`src/rtl/lsu_pkg.sv`:
```
// Shared encodings for the load/store alignment unit: access ops, size decode, FSM states.
package lsu_pkg;

  localparam logic [2:0] LSU_OP_LB  = 3'd0;
  localparam logic [2:0] LSU_OP_LBU = 3'd1;
  localparam logic [2:0] LSU_OP_LH  = 3'd2;
  localparam logic [2:0] LSU_OP_LHU = 3'd3;
  localparam logic [2:0] LSU_OP_LW  = 3'd4;
  localparam logic [2:0] LSU_OP_LWU = 3'd5;
  localparam logic [2:0] LSU_OP_LD  = 3'd6;

  typedef enum logic [2:0] {
    ST_IDLE  = 3'd0,
    ST_REQ0  = 3'd1,
    ST_WAIT0 = 3'd2,
    ST_REQ1  = 3'd3,
    ST_WAIT1 = 3'd4,
    ST_DONE  = 3'd5
  } lsu_state_e;

  // Access size in bytes; doubleword ops collapse to a word on a 32-bit port.
  function automatic logic [3:0] size_of(input logic [2:0] op, input int dw);
    logic [3:0] n;
    case (op[2:1])
      2'b00:   n = 4'd1;
      2'b01:   n = 4'd2;
      2'b10:   n = 4'd4;
      2'b11:   n = (dw == 64) ? 4'd8 : 4'd4;
      default: n = 4'd4;
    endcase
    return n;
  endfunction

endpackage

```
`src/rtl/lsu_align_unit_load_extend.sv`:
```
// Sign/zero extension of right-justified load bytes to the full data width.
module load_extend
  import lsu_pkg::*;
#(
  parameter int DW = 32
) (
  input  logic [DW-1:0] data_i,
  input  logic [2:0]    op_i,
  output logic [DW-1:0] data_o
);

  logic [3:0]    size_s;
  logic [6:0]    nbits_s;
  logic [DW-1:0] mask_s;
  logic [DW-1:0] msb_mask_s;
  logic          fill_s;

  assign size_s  = size_of(op_i, DW);
  assign nbits_s = {size_s, 3'b000};
  assign mask_s  = ~({DW{1'b1}} << nbits_s);
  // Isolates the top bit of the loaded field so its value can be replicated.
  assign msb_mask_s = mask_s ^ (mask_s >> 1);
  assign fill_s     = ~op_i[0] & (|(data_i & msb_mask_s));
  assign data_o     = (data_i & mask_s) | ({DW{fill_s}} & ~mask_s);

endmodule

```
`src/rtl/lsu_align_unit.sv`:
```
// Load/store alignment unit: splits byte-addressed accesses into word-aligned beats
// and merges/extends load data back for the pipeline.
module lsu_align_unit
  import lsu_pkg::*;
#(
  parameter int DW             = 32,
  parameter int AW             = 32,
  parameter bit ALLOW_MISALIGN = 1'b1
) (
  input  logic          clk,
  input  logic          rst,
  input  logic          req_valid,
  output logic          req_ready,
  input  logic          req_we,
  input  logic [2:0]    req_op,
  input  logic [AW-1:0] req_addr,
  input  logic [DW-1:0] req_wdata,
  output logic          resp_valid,
  output logic [DW-1:0] resp_rdata,
  output logic          resp_fault,
  output logic          mem_valid,
  input  logic          mem_ready,
  output logic          mem_we,
  output logic [AW-1:0] mem_addr,
  output logic [DW/8-1:0] mem_be,
  output logic [DW-1:0] mem_wdata,
  input  logic          mem_rvalid,
  input  logic [DW-1:0] mem_rdata
);

  localparam int B   = DW / 8;
  localparam int OW  = $clog2(B);
  localparam int BEW = 2 * B;
  localparam int DWW = 2 * DW;

  lsu_state_e     state_q, state_d;
  logic           we_q, we_d;
  logic [2:0]     op_q, op_d;
  logic [AW-1:0]  word_q, word_d;
  logic [OW-1:0]  off_q, off_d;
  logic           split_q, split_d;
  logic [BEW-1:0] be_w_q, be_w_d;
  logic [DWW-1:0] wd_w_q, wd_w_d;
  logic [DWW-1:0] merge_q, merge_d;

  logic           mem_valid_q, mem_valid_d;
  logic           mem_we_q, mem_we_d;
  logic [AW-1:0]  mem_addr_q, mem_addr_d;
  logic [B-1:0]   mem_be_q, mem_be_d;
  logic [DW-1:0]  mem_wdata_q, mem_wdata_d;
  logic           resp_valid_q, resp_valid_d;
  logic           resp_fault_q, resp_fault_d;
  logic [DW-1:0]  resp_rdata_q, resp_rdata_d;
  logic           req_ready_q, req_ready_d;

  logic [OW-1:0]  req_off_s;
  logic [3:0]     req_size_s;
  logic [4:0]     req_end_s;
  logic           req_split_s;
  logic [AW-1:0]  req_word_s;
  logic [BEW-1:0] req_be_w_s;
  logic [DWW-1:0] req_wd_w_s;
  logic [DW-1:0]  merged_s;
  logic [DW-1:0]  ext_s;
  logic           issue1_s;
  logic           clear_s;

  // Two-word-wide lane view: low half is beat0, high half is beat1.
  assign req_off_s   = req_addr[OW-1:0];
  assign req_size_s  = size_of(req_op, DW);
  assign req_end_s   = 5'(req_off_s) + 5'(req_size_s);
  assign req_split_s = req_end_s > 5'(B);
  assign req_word_s  = {req_addr[AW-1:OW], {OW{1'b0}}};
  assign req_be_w_s  = BEW'((32'd1 << req_size_s) - 32'd1) << req_off_s;
  assign req_wd_w_s  = DWW'(req_wdata) << {req_off_s, 3'b000};

  assign merged_s = DW'(merge_d >> {off_d, 3'b000});

  load_extend #(.DW(DW)) u_load_extend (
    .data_i (merged_s),
    .op_i   (op_d),
    .data_o (ext_s)
  );

  always_comb begin
    state_d     = state_q;
    we_d        = we_q;
    op_d        = op_q;
    word_d      = word_q;
    off_d       = off_q;
    split_d     = split_q;
    be_w_d      = be_w_q;
    wd_w_d      = wd_w_q;
    merge_d     = merge_q;
    mem_valid_d = mem_valid_q;
    mem_we_d    = mem_we_q;
    mem_addr_d  = mem_addr_q;
    mem_be_d    = mem_be_q;
    mem_wdata_d = mem_wdata_q;
    resp_fault_d = 1'b0;
    issue1_s    = 1'b0;
    clear_s     = 1'b0;
    case (state_q)
      ST_IDLE: begin
        if (req_valid) begin
          we_d    = req_we;
          op_d    = req_op;
          word_d  = req_word_s;
          off_d   = req_off_s;
          split_d = req_split_s;
          be_w_d  = req_be_w_s;
          wd_w_d  = req_wd_w_s;
          merge_d = {DWW{1'b0}};
          if (req_split_s && !ALLOW_MISALIGN) begin
            state_d      = ST_DONE;
            resp_fault_d = 1'b1;
          end else begin
            state_d     = ST_REQ0;
            mem_valid_d = 1'b1;
            mem_we_d    = req_we;
            mem_addr_d  = req_word_s;
            mem_be_d    = req_be_w_s[B-1:0];
            mem_wdata_d = req_wd_w_s[DW-1:0];
          end
        end else begin
          state_d = ST_IDLE;
        end
      end
      ST_REQ0: begin
        if (mem_ready) begin
          if (!we_q) begin
            state_d = ST_WAIT0;
            clear_s = 1'b1;
          end else if (split_q) begin
            state_d  = ST_REQ1;
            issue1_s = 1'b1;
          end else begin
            state_d = ST_DONE;
            clear_s = 1'b1;
          end
        end else begin
          state_d = ST_REQ0;
        end
      end
      ST_WAIT0: begin
        if (mem_rvalid) begin
          merge_d[DW-1:0] = mem_rdata;
          if (split_q) begin
            state_d  = ST_REQ1;
            issue1_s = 1'b1;
          end else begin
            state_d = ST_DONE;
          end
        end else begin
          state_d = ST_WAIT0;
        end
      end
      ST_REQ1: begin
        if (mem_ready) begin
          clear_s = 1'b1;
          state_d = we_q ? ST_DONE : ST_WAIT1;
        end else begin
          state_d = ST_REQ1;
        end
      end
      ST_WAIT1: begin
        if (mem_rvalid) begin
          merge_d[DWW-1:DW] = mem_rdata;
          state_d = ST_DONE;
        end else begin
          state_d = ST_WAIT1;
        end
      end
      ST_DONE: state_d = ST_IDLE;
      default: state_d = ST_IDLE;
    endcase
    // Beat1 always targets the next word; the address add wraps at 2^AW.
    if (issue1_s) begin
      mem_valid_d = 1'b1;
      mem_we_d    = we_q;
      mem_addr_d  = word_q + AW'(B);
      mem_be_d    = be_w_q[BEW-1:B];
      mem_wdata_d = wd_w_q[DWW-1:DW];
    end else if (clear_s) begin
      mem_valid_d = 1'b0;
      mem_we_d    = 1'b0;
      mem_addr_d  = {AW{1'b0}};
      mem_be_d    = {B{1'b0}};
      mem_wdata_d = {DW{1'b0}};
    end else begin
      mem_valid_d = mem_valid_d;
    end
  end

  always_comb begin
    req_ready_d  = (state_d == ST_IDLE);
    resp_valid_d = (state_d == ST_DONE);
    if (resp_valid_d && !resp_fault_d && !we_d) begin
      resp_rdata_d = ext_s;
    end else begin
      resp_rdata_d = {DW{1'b0}};
    end
  end

  always_ff @(posedge clk) begin
    if (rst) begin
      state_q      <= ST_IDLE;
      we_q         <= 1'b0;
      op_q         <= 3'd0;
      word_q       <= {AW{1'b0}};
      off_q        <= {OW{1'b0}};
      split_q      <= 1'b0;
      be_w_q       <= {BEW{1'b0}};
      wd_w_q       <= {DWW{1'b0}};
      merge_q      <= {DWW{1'b0}};
      mem_valid_q  <= 1'b0;
      mem_we_q     <= 1'b0;
      mem_addr_q   <= {AW{1'b0}};
      mem_be_q     <= {B{1'b0}};
      mem_wdata_q  <= {DW{1'b0}};
      resp_valid_q <= 1'b0;
      resp_fault_q <= 1'b0;
      resp_rdata_q <= {DW{1'b0}};
      req_ready_q  <= 1'b1;
    end else begin
      state_q      <= state_d;
      we_q         <= we_d;
      op_q         <= op_d;
      word_q       <= word_d;
      off_q        <= off_d;
      split_q      <= split_d;
      be_w_q       <= be_w_d;
      wd_w_q       <= wd_w_d;
      merge_q      <= merge_d;
      mem_valid_q  <= mem_valid_d;
      mem_we_q     <= mem_we_d;
      mem_addr_q   <= mem_addr_d;
      mem_be_q     <= mem_be_d;
      mem_wdata_q  <= mem_wdata_d;
      resp_valid_q <= resp_valid_d;
      resp_fault_q <= resp_fault_d;
      resp_rdata_q <= resp_rdata_d;
      req_ready_q  <= req_ready_d;
    end
  end

  assign req_ready  = req_ready_q;
  assign resp_valid = resp_valid_q;
  assign resp_fault = resp_fault_q;
  assign resp_rdata = resp_rdata_q;
  assign mem_valid  = mem_valid_q;
  assign mem_we     = mem_we_q;
  assign mem_addr   = mem_addr_q;
  assign mem_be     = mem_be_q;
  assign mem_wdata  = mem_wdata_q;

endmodule

```
`config.mk`:
```
export PLATFORM = sky130hd
export DESIGN_NAME = lsu_align_unit
export DESIGN_NICKNAME = d
export VERILOG_FILES = /design/src/rtl/lsu_pkg.sv /design/src/rtl/lsu_align_unit_load_extend.sv /design/src/rtl/lsu_align_unit.sv
export SDC_FILE = /design/constraint.sdc
export NUM_CORES = 1
export LEC_CHECK = 0
export ABC_CLOCK_PERIOD_IN_PS = 3500
export CAP_MARGIN = 0
export CORE_UTILIZATION = 45
export DETAILED_ROUTE_END_ITERATION = 16
export PLACE_DENSITY = 0.74
export SKIP_CTS_REPAIR_TIMING = 1
export SYNTH_ARGS = -nofsm -noshare
export SYNTH_HDL_FRONTEND = slang
export SYNTH_HIERARCHICAL = 1
export SYNTH_SLANG_ARGS = --single-unit
```
`constraint.sdc`:
```
create_clock -name clk -period 3.5 [get_ports clk]
set_clock_uncertainty 0.1 [all_clocks]
set_input_delay 0.7 -clock clk [delete_from_list [all_inputs] [get_ports clk]]
set_output_delay 0.7 -clock clk [all_outputs]
set_load 0.01 [all_outputs]
```
Yosys cells after proc, flatten, opt, wreduce, memory -nomap -nowiden

Cells that the tools add are included.

Register bits after elaboration: 280
Word-level logic and storage cells: 113
Input bits: 105

Magnitude comparators: 1
Reductions and logical operators: 14
Shifts and indexed selects: 5
Bitwise operators: 10
Add/subtract/negate cells: 3
Muxes and demuxes: 52
Equal/unequal tests: 11

Operators with widths:

| operator                                           | count |
|---|---|
| two-way mux 32 bit                                 | 10 |
| case mux 32 bit (2 select lines)                   | 2 |
| bitwise AND 32 bit                                 | 3 |
| two-way mux 64 bit                                 | 1 |
| NOT 32 bit                                         | 2 |
| left shift 32 x 5 -> 64 bit                        | 1 |
| right shift 64 x 5 -> 32 bit                       | 1 |
| adder 32 x 3 -> 32 bit (second input constant)     | 1 |
| bitwise OR 32 bit                                  | 1 |
| OR reduction 32 bit                                | 1 |
| left shift 32 x 7 -> 32 bit (first input constant) | 1 |
| XOR 32 x 31 -> 32 bit                              | 1 |
| case mux 4 bit (3 select lines)                    | 2 |
| two-way mux 1 bit                                  | 21 |
| two-way mux 3 bit                                  | 7 |
| two-way mux 4 bit                                  | 4 |
| case mux 3 bit (5 select lines)                    | 1 |
| == test 2 bit (second input constant)              | 4 |
| left shift 1 x 4 -> 8 bit (first input constant)   | 1 |
| left shift 8 x 2 -> 8 bit                          | 1 |
| subtractor 8 x 1 -> 8 bit (second input constant)  | 1 |
| == test 3 x 2 -> 1 bit (second input constant)     | 2 |
| == test 3 bit (second input constant)              | 2 |
| logical NOT 3 bit                                  | 2 |
| 14 further kinds                                   | 23 |

Logic depth before layout (Yosys ltp)

Gate-level depths: netlist of run 1.

Depth in word-level cells: 13
Depth in mapped cells: 12

Cells and area by module

The synthesis of run 1 kept the hierarchy.

By module, submodules not included:

| module         | sequential area each (sq um) | cells an instance | area an instance (sq um) | times used |
|---|---|---|---|---|
| lsu_align_unit | 4,524.3                      | 1,255             | 10,949.3                 | 1 |
| load_extend    | 0.0                          | 67                | 327.8                    | 1 |

Least setup slack after synthesis of run 1

No wires, ideal clock.

Path type: input to register
Start: input req_valid
End: register resp_rdata_q[16], in the netlist resp_rdata[16]
Data arrival time: 2.941 ns
Slack: 0.344 ns
Data required time: 3.285 ns
Buffers on the path: 2
Cell stages on the path: 10
Library setup time: 0.115 ns
Path through: or4b_4 mux2i_4 buf_6 mux2_1 a22oi_1 mux2i_1 mux2i_2 clkbuf_1 o21ai_0 and2_1

RTL lines:

| element                                                               | RTL line                         | RTL |
|---|---|---|
| start: declaration                                                    | lsu_align_unit.sv:12             | `input logic req_valid,` |
| two-way mux 64 bit or two-way mux 2 bit (tied branches)               | lsu_align_unit.sv:105            | `if (req_valid) begin` |
| case mux 32 bit (2 select lines) or two-way mux 2 bit (tied branches) | lsu_align_unit.sv:103            | `case (state_q)` |
| right shift 64 x 5 -> 32 bit (*)                                      | lsu_align_unit.sv:77             | `assign merged_s = DW'(merge_d >> {off_d, 3'b000});` |
| named net merged_s[15]                                                | lsu_align_unit.sv:63             | `logic [DW-1:0] merged_s;` |
| bitwise AND 32 bit (*)                                                | lsu_align_unit_load_extend.sv:23 | `assign fill_s = ~op_i[0] & (\|(data_i & msb_mask_s));` |
| OR reduction 32 bit (*)                                               | lsu_align_unit_load_extend.sv:23 |  |
| bitwise AND 1 bit (*)                                                 | lsu_align_unit_load_extend.sv:23 |  |
| bitwise AND 32 bit (*)                                                | lsu_align_unit_load_extend.sv:24 | `assign data_o = (data_i & mask_s) \| ({DW{fill_s}} & ~mask_s);` |
| bitwise OR 32 bit (*)                                                 | lsu_align_unit_load_extend.sv:24 |  |
| named net ext_s[16]                                                   | lsu_align_unit.sv:64             | `logic [DW-1:0] ext_s;` |
| end signal: assignment                                                | lsu_align_unit.sv:223            | `resp_rdata_q <= {DW{1'b0}};` |
| end signal: assignment                                                | lsu_align_unit.sv:242            | `resp_rdata_q <= resp_rdata_d;` |
| end: declaration                                                      | lsu_align_unit.sv:53             | `logic [DW-1:0] resp_rdata_q, resp_rdata_d;` |

Mark *: on every way through the listed nets, which the timed path passes. The rest lies on a longest branch. The select of a mux whose other input is x is not followed.
A chain may end at the register's enable or synchronous reset.

Worst setup path after layout of run 1

Start: input req_valid
End: register resp_rdata_q[14], in the netlist resp_rdata[14]

Same word-level chain as after synthesis.

==> impl_metrics.tcl, run 1 <==
set metrics [dict create \
    outcome "completed" \
    place_ws_ns -0.1010 \
    num_vias 10590 \
    syn_avg_cell_area_um2 8.530 \
    slew_headroom_pct 46.19 \
    drive_gt1_share_pct 9.619 \
    boundaryPins 210 \
    final_cells 1822 \
    grt_max_degree 148 \
    arrival_ns 3.46 \
    period_share_pct 88.37 \
    grt.total_usage_pct 26.94 \
    dieHeight_um 160.3 \
    rsz0062_at_grt "false" \
    power_density_nw_per_um2 483.5 \
    die-area_um2 25700 \
    critPathBufInv 2 \
    yosys_warnings 6 \
    wl_per_cell_um 19.64 \
    synth_area_um2 11280 \
    dpl.cell_count 1777 \
    root_buffer "clkbuf_16" \
    synth_edf_count 0 \
    port-buffer-count 206 \
    start_util_pct 46.10 \
    max-cap-violations 0 \
    final_max_slew_viol_count 0 \
    slowest_stage "or4b_4" \
    cp_top_family "simple AND/OR/NAND/NOR gates" \
    reg2reg_slack_ns 0.57 \
    gr-total-overflow 0 \
    area_delta_synth_final_pct 28.24 \
    synth-seq-cells 226 \
    setup_viol 0 \
    die_w_um 160.3 \
    syn_inst 1322 \
    setup_ws_ns 0.4071 \
    viasPerCell 5.810 \
    timing.hold.ws_ns 0.3530 \
    use_met1_pct 35.45 \
    cp_slowest_stage_delay_ns 0.59 \
    ys_top_cells_by_area "dfxtp_1 40%, mux2i_1 8.0%, nand2_1 5.3%" \
    final_hold_viol_count 0 \
    htree_num_levels 1 \
    synth_top_cell_area_share_pct 40.12 \
    drtIter0Drc 1006 \
    worstHoldStart "wd_w_q[40]" \
    grt_pass1_vias 10110 \
    async_flop_share_pct 0 \
    startpoint "req_valid" \
    nets 1589 \
    hp-class "reg2reg" \
    ys_seq_area_share_pct 40.12 \
    worst_slew_pin_slew_ns 0.8055 \
    peakVddDrop_mv 0.3188 \
    setup_tns_ns 0 \
    crit_type "in2reg" \
    synth_top_area_cell "dfxtp_1" \
    yosysMostFrequentCell "dfxtp_1" \
    drt_wl_total_um 35780 \
    fmax_mhz 323.3 \
    fill_cells 2163 \
    synth.distinct_cells 71 \
    cp_cell_sequence "clkdlybuf4s50_1 -> or4b_4 -> mux2i_4 -> buf_4 -> mux2i_1 -> o22a_1 -> o21ai_1 -> or4b_4 -> nand2_1 -> and2_1" \
    grt_pass1_wl_um 55750 \
    gp_congestion 0.9046 \
    drc 0 \
    hpwl_um 24380 \
    met2_usage_pct 44.64 \
    cp_data_required_time_ns 3.86 \
    use_met3_pct 4.907 \
    design_area_um2 14460 \
    drtPass1Iterations 8 \
    rows 57 \
    cts.reportedPaths.clkPinSlew_ns 0.06 \
    multi_input_area_um2 6172 \
    p_leak_nw 5.607 \
    clock_sinks 226 \
    path_max_fanout 8 \
    grt_busiest_layer "met2" \
    fin_crit_ns 3.093 \
    ant_nets 0 \
    dpl_cell_area_um2 13650 \
    reg2reg_from "state_q[1]" \
    core_area_um2 24460 \
    ff_latch_area_um2 4524 \
    cts_buffers 25 \
    clock_latency_ns 0.54 \
    grt_antenna_before_repair 1 \
    start_kind "input port" \
    clockBufferDepth 3 \
    cp_common_cell "or4b_4" \
    cts_tree "done" \
    worst_setup_path_end_kind "flop" \
    synthTopCellsByCount "226 x dfxtp_1, 159 x nand2_1, 98 x nor2_1" \
    synthFlopType "dfxtp_1" \
]
-- worst register-to-register path: cells and delay by family, from the launching register on --
family / cells / cell delay (ns)
mux: 2 / 0.34
buf+inv: 1 / 0.18
flops: 1 / 0.47
simple gates: 4 / 1.41
compound gates: 2 / 0.36
-- report_power, final --
part / switching (mW) / total [mW] / leakage [nW] / internal [mW]
clock: 1.08 / 2.60 / 0.408 / 1.51
sequential: 0.133 / 2.88 / 1.84 / 2.75
combinational: 0.831 / 1.52 / 3.36 / 0.685
-- metrics by stage --
stage | utilization, % | power [mW]
after floorplan | - | 3.772
after global placement | 55.80 | 4.414
after detailed placement | 55.80 | 4.431
after CTS | 59.11 | 7.027
after global routing | 59.12 | 7.268
final | 59.12 | 6.992
-- final cells by class --
class	count	area share [%]
multi-input combinational	962	42.68
sequential	226	31.29
timing repair buffer	260	17.49
clock buffer	38	5.356
tap	324	2.803
clock inverter	6	0.2336
inverter	5	0.1298
antenna	1	0.01730
-- registers in the layout, summed over array words and instances (netlist names) --
signal	cells
off_q	2
mem_addr	30
mem_wdata	32
be_w_q	4
resp_rdata	32
split_q	1
state_q	3
mem_be	4
wd_w_q	24
merge_q	56
resp_valid	1
word_q	30
mem_valid	1
mem_we	1
op_q	3
req_ready	1
we_q	1
-- cell usage in the layout (no fill, tap or decap), drive strengths merged, types with 9 or more instances in the layout --
cell type | netlist | routed
nor4 | 9 | 9
clkdlybuf4s50 | 0 | 203
mux2 | 33 | 33
and2 | 69 | 69
nor3 | 62 | 62
a22oi | 31 | 31
dfxtp | 226 | 226
a21oi | 67 | 67
a221oi | 26 | 26
nand3 | 42 | 42
clkbuf | 93 | 38
a22o | 32 | 32
nand4 | 10 | 10
o21ai | 76 | 76
a211oi | 23 | 23
a31oi | 10 | 10
nand2 | 159 | 159
buf | 38 | 57
xor2 | 15 | 15
mux2i | 92 | 92
nor2 | 98 | 98
-- logic make-up (layout without fill, tap and decap cells) --
family,count (synthesis),count (layout),synth area share [%]
other cells,1,4,0.03325
fa+ha+maj,4,4,0.5104
simple gates,486,486,20.93
compound gates,323,323,19.59
xor+xnor,21,21,1.631
buf+inv,136,309,5.581
flops,226,226,40.12
mux,125,125,11.61
-- final timing paths --
kind                    endpoint  cells after the start
setup / recovery  resp_rdata[14]                     10
hold reg to reg       wd_w_q[40]                      2
setup reg to reg  resp_rdata[14]                      9
hold / removal        wd_w_q[40]                      2
-- layer usage --
metal  share of wire [%]  routed length, um
met5                   0                  0
met3                 6.9               2475
met1                  43              15440
met2                  47              16890
met4                 2.7                970
(Power assumes the default switching activity.)
==> run 2: changes to the inputs <==
ABC_CLOCK_PERIOD_IN_PS = 3750   (was 3500)
clock period = 3.75 ns   (was 3.5 ns; I/O delays follow)
==> run 2 against run 1 <==
  * Non-clock buffer count decreased by 10
  * Routed wire length decreased by 1.1%
  * First-iteration DRC count decreased by 18%
  * Via count decreased by 0.50%
  * Power decreased by 4.0%
  * Sequential share of layout area about the same
  * Clock-buffer cell count unchanged
  * Largest power group unchanged
  * Highest routed layer unchanged
==> impl_metrics.tcl, run 2 (synthesis results as in run 1) <==
set metrics [dict create \
    setup_viol 0 \
    cp_cell_sequence "clkdlybuf4s50_1 -> or4b_4 -> mux2i_4 -> buf_4 -> mux2_1 -> a22oi_1 -> mux2i_1 -> o21ai_0 -> nand2_1 -> and2_1" \
    final_cells 1816 \
    dieHeight_um 160.3 \
    p_leak_nw 5.585 \
    slew_headroom_pct 44.57 \
    fill_cells 2150 \
    largest_reg_flops 56 \
    die-area_um2 25700 \
    fmax_mhz 301.0 \
    grt_max_degree 71 \
    num_vias 10530 \
    cp_data_required_time_ns 4.07 \
    peakVddDrop_mv 0.2864 \
    ant_nets 0 \
    setup_tns_ns 0 \
    htree_num_levels 1 \
    crit_type "in2reg" \
    cts_buffers 26 \
    hpwl_um 24300 \
    rows 57 \
    outcome "completed" \
    max-cap-violations 0 \
    drc 0 \
    port-buffer-count 206 \
    drtPass1Iterations 7 \
    final_cell_mix "226 x dfxtp_1, 203 x clkdlybuf4s50_1, 159 x nand2_1" \
    clock_latency_ns 0.54 \
    core_area_um2 24460 \
    dpl.cell_count 1767 \
    grt_pass1_vias 10070 \
    root_buffer "clkbuf_16" \
    final_hold_viol_count 0 \
    arrival_ns 3.64 \
    rsz0062_at_grt "false" \
    worst_setup_path_end_kind "flop" \
    clockBufferDepth 3 \
    nets 1580 \
    gr-total-overflow 0 \
    path_max_fanout 22 \
    layout_commonest_cell "dfxtp_1" \
    start_kind "input port" \
    slowest_stage "clkdlybuf4s50_1" \
    grt_antenna_before_repair 1 \
    grt_pass1_wl_um 55300 \
    registers.top_by_ff_count "merge_q" \
    final_max_slew_viol_count 0 \
    die_w_um 160.3 \
    fin_crit_ns 3.322 \
    cts.reportedPaths.clkPinSlew_ns 0.06 \
    p_total_mw 6.710 \
    grt.total_usage_pct 26.81 \
    cp_slowest_stage_delay_ns 0.60 \
    period_share_pct 88.59 \
    boundaryPins 210 \
    area_delta_synth_final_pct 28.15 \
    cts_tree "done" \
    drive_gt1_share_pct 9.256 \
    clock_sinks 226 \
    drt_wl_total_um 35370 \
    drtIter0Drc 824 \
    hp-class "reg2reg" \
    gp_congestion 0.9152 \
    wl_per_cell_um 19.48 \
    start_util_pct 46.10 \
    power_density_nw_per_um2 464.3 \
    viasPerCell 5.800 \
    worst_slew_pin_slew_ns 0.8298 \
]
run 2: power breakdown:
part / total, mW / internal, mW / switching, mW
registers: 2.69 / 2.56 / 0.123
clock network: 2.64 / 1.60 / 1.04
logic: 1.38 / 0.614 / 0.768
total: 6.71 / 4.77 / 1.94
run 2: path summary, 6_finish.rpt:
check | slack [ns] | cells past startpoint | to | from
max | 0.43 | 10 | resp_rdata[14] | req_valid
min | 0.35 | 2 | wd_w_q[40] | wd_w_q[40]
min reg2reg | 0.35 | 2 | wd_w_q[40] | wd_w_q[40]
max reg2reg | 0.69 | 9 | resp_rdata[14] | state_q[1]
run 2: layer usage:
layer,global-route usage [%],routed length [um]
met4,10.65,1271
met5,0,0
met3,5.010,2494
met2,43.91,16480
met1,34.82,15120
run 2: stage by stage:
step / hold WS, ns / utilization, % / instance area (um2) / setup slack (ns)
3_5_place_dp: 0.3442 / 55.34 / 13540 / -0.02715
5_1_grt: 0.3694 / 59.08 / 14450 / 0.3078
2_1_floorplan: 0.3320 / - / 11280 / 0.5443
4_1_cts: 0.3522 / 59.07 / 14450 / 0.4970
6_report: 0.3509 / 59.08 / 14450 / 0.4278
3_3_place_gp: 0.3385 / 55.34 / 13540 / 0.03367
run 2: final cells by class:
type | instances | area [um2] | share of cell area, %
Antenna cell | 1 | 2.502 | 0.01732
Clock buffer | 38 | 785.8 | 5.437
Multi-Input combinational cell | 962 | 6172 | 42.71
Inverter | 5 | 18.77 | 0.1299
Clock inverter | 10 | 125.1 | 0.8658
Sequential cell | 226 | 4524 | 31.31
Timing Repair Buffer | 250 | 2417 | 16.73
Tap cell | 324 | 405.4 | 2.805
run 2: critical path: cells and delay by family:
family,cells,cell delay [ns]
compound gates,2,0.36
mux,3,0.80
buf+inv,2,0.99
simple gates,3,0.73
==> run 3: changes to the inputs <==
SKIP_CTS_REPAIR_TIMING = unset   (was 1)
==> results of run 3 <==
Final layout, timing and power as in run 2 (identical DEF).
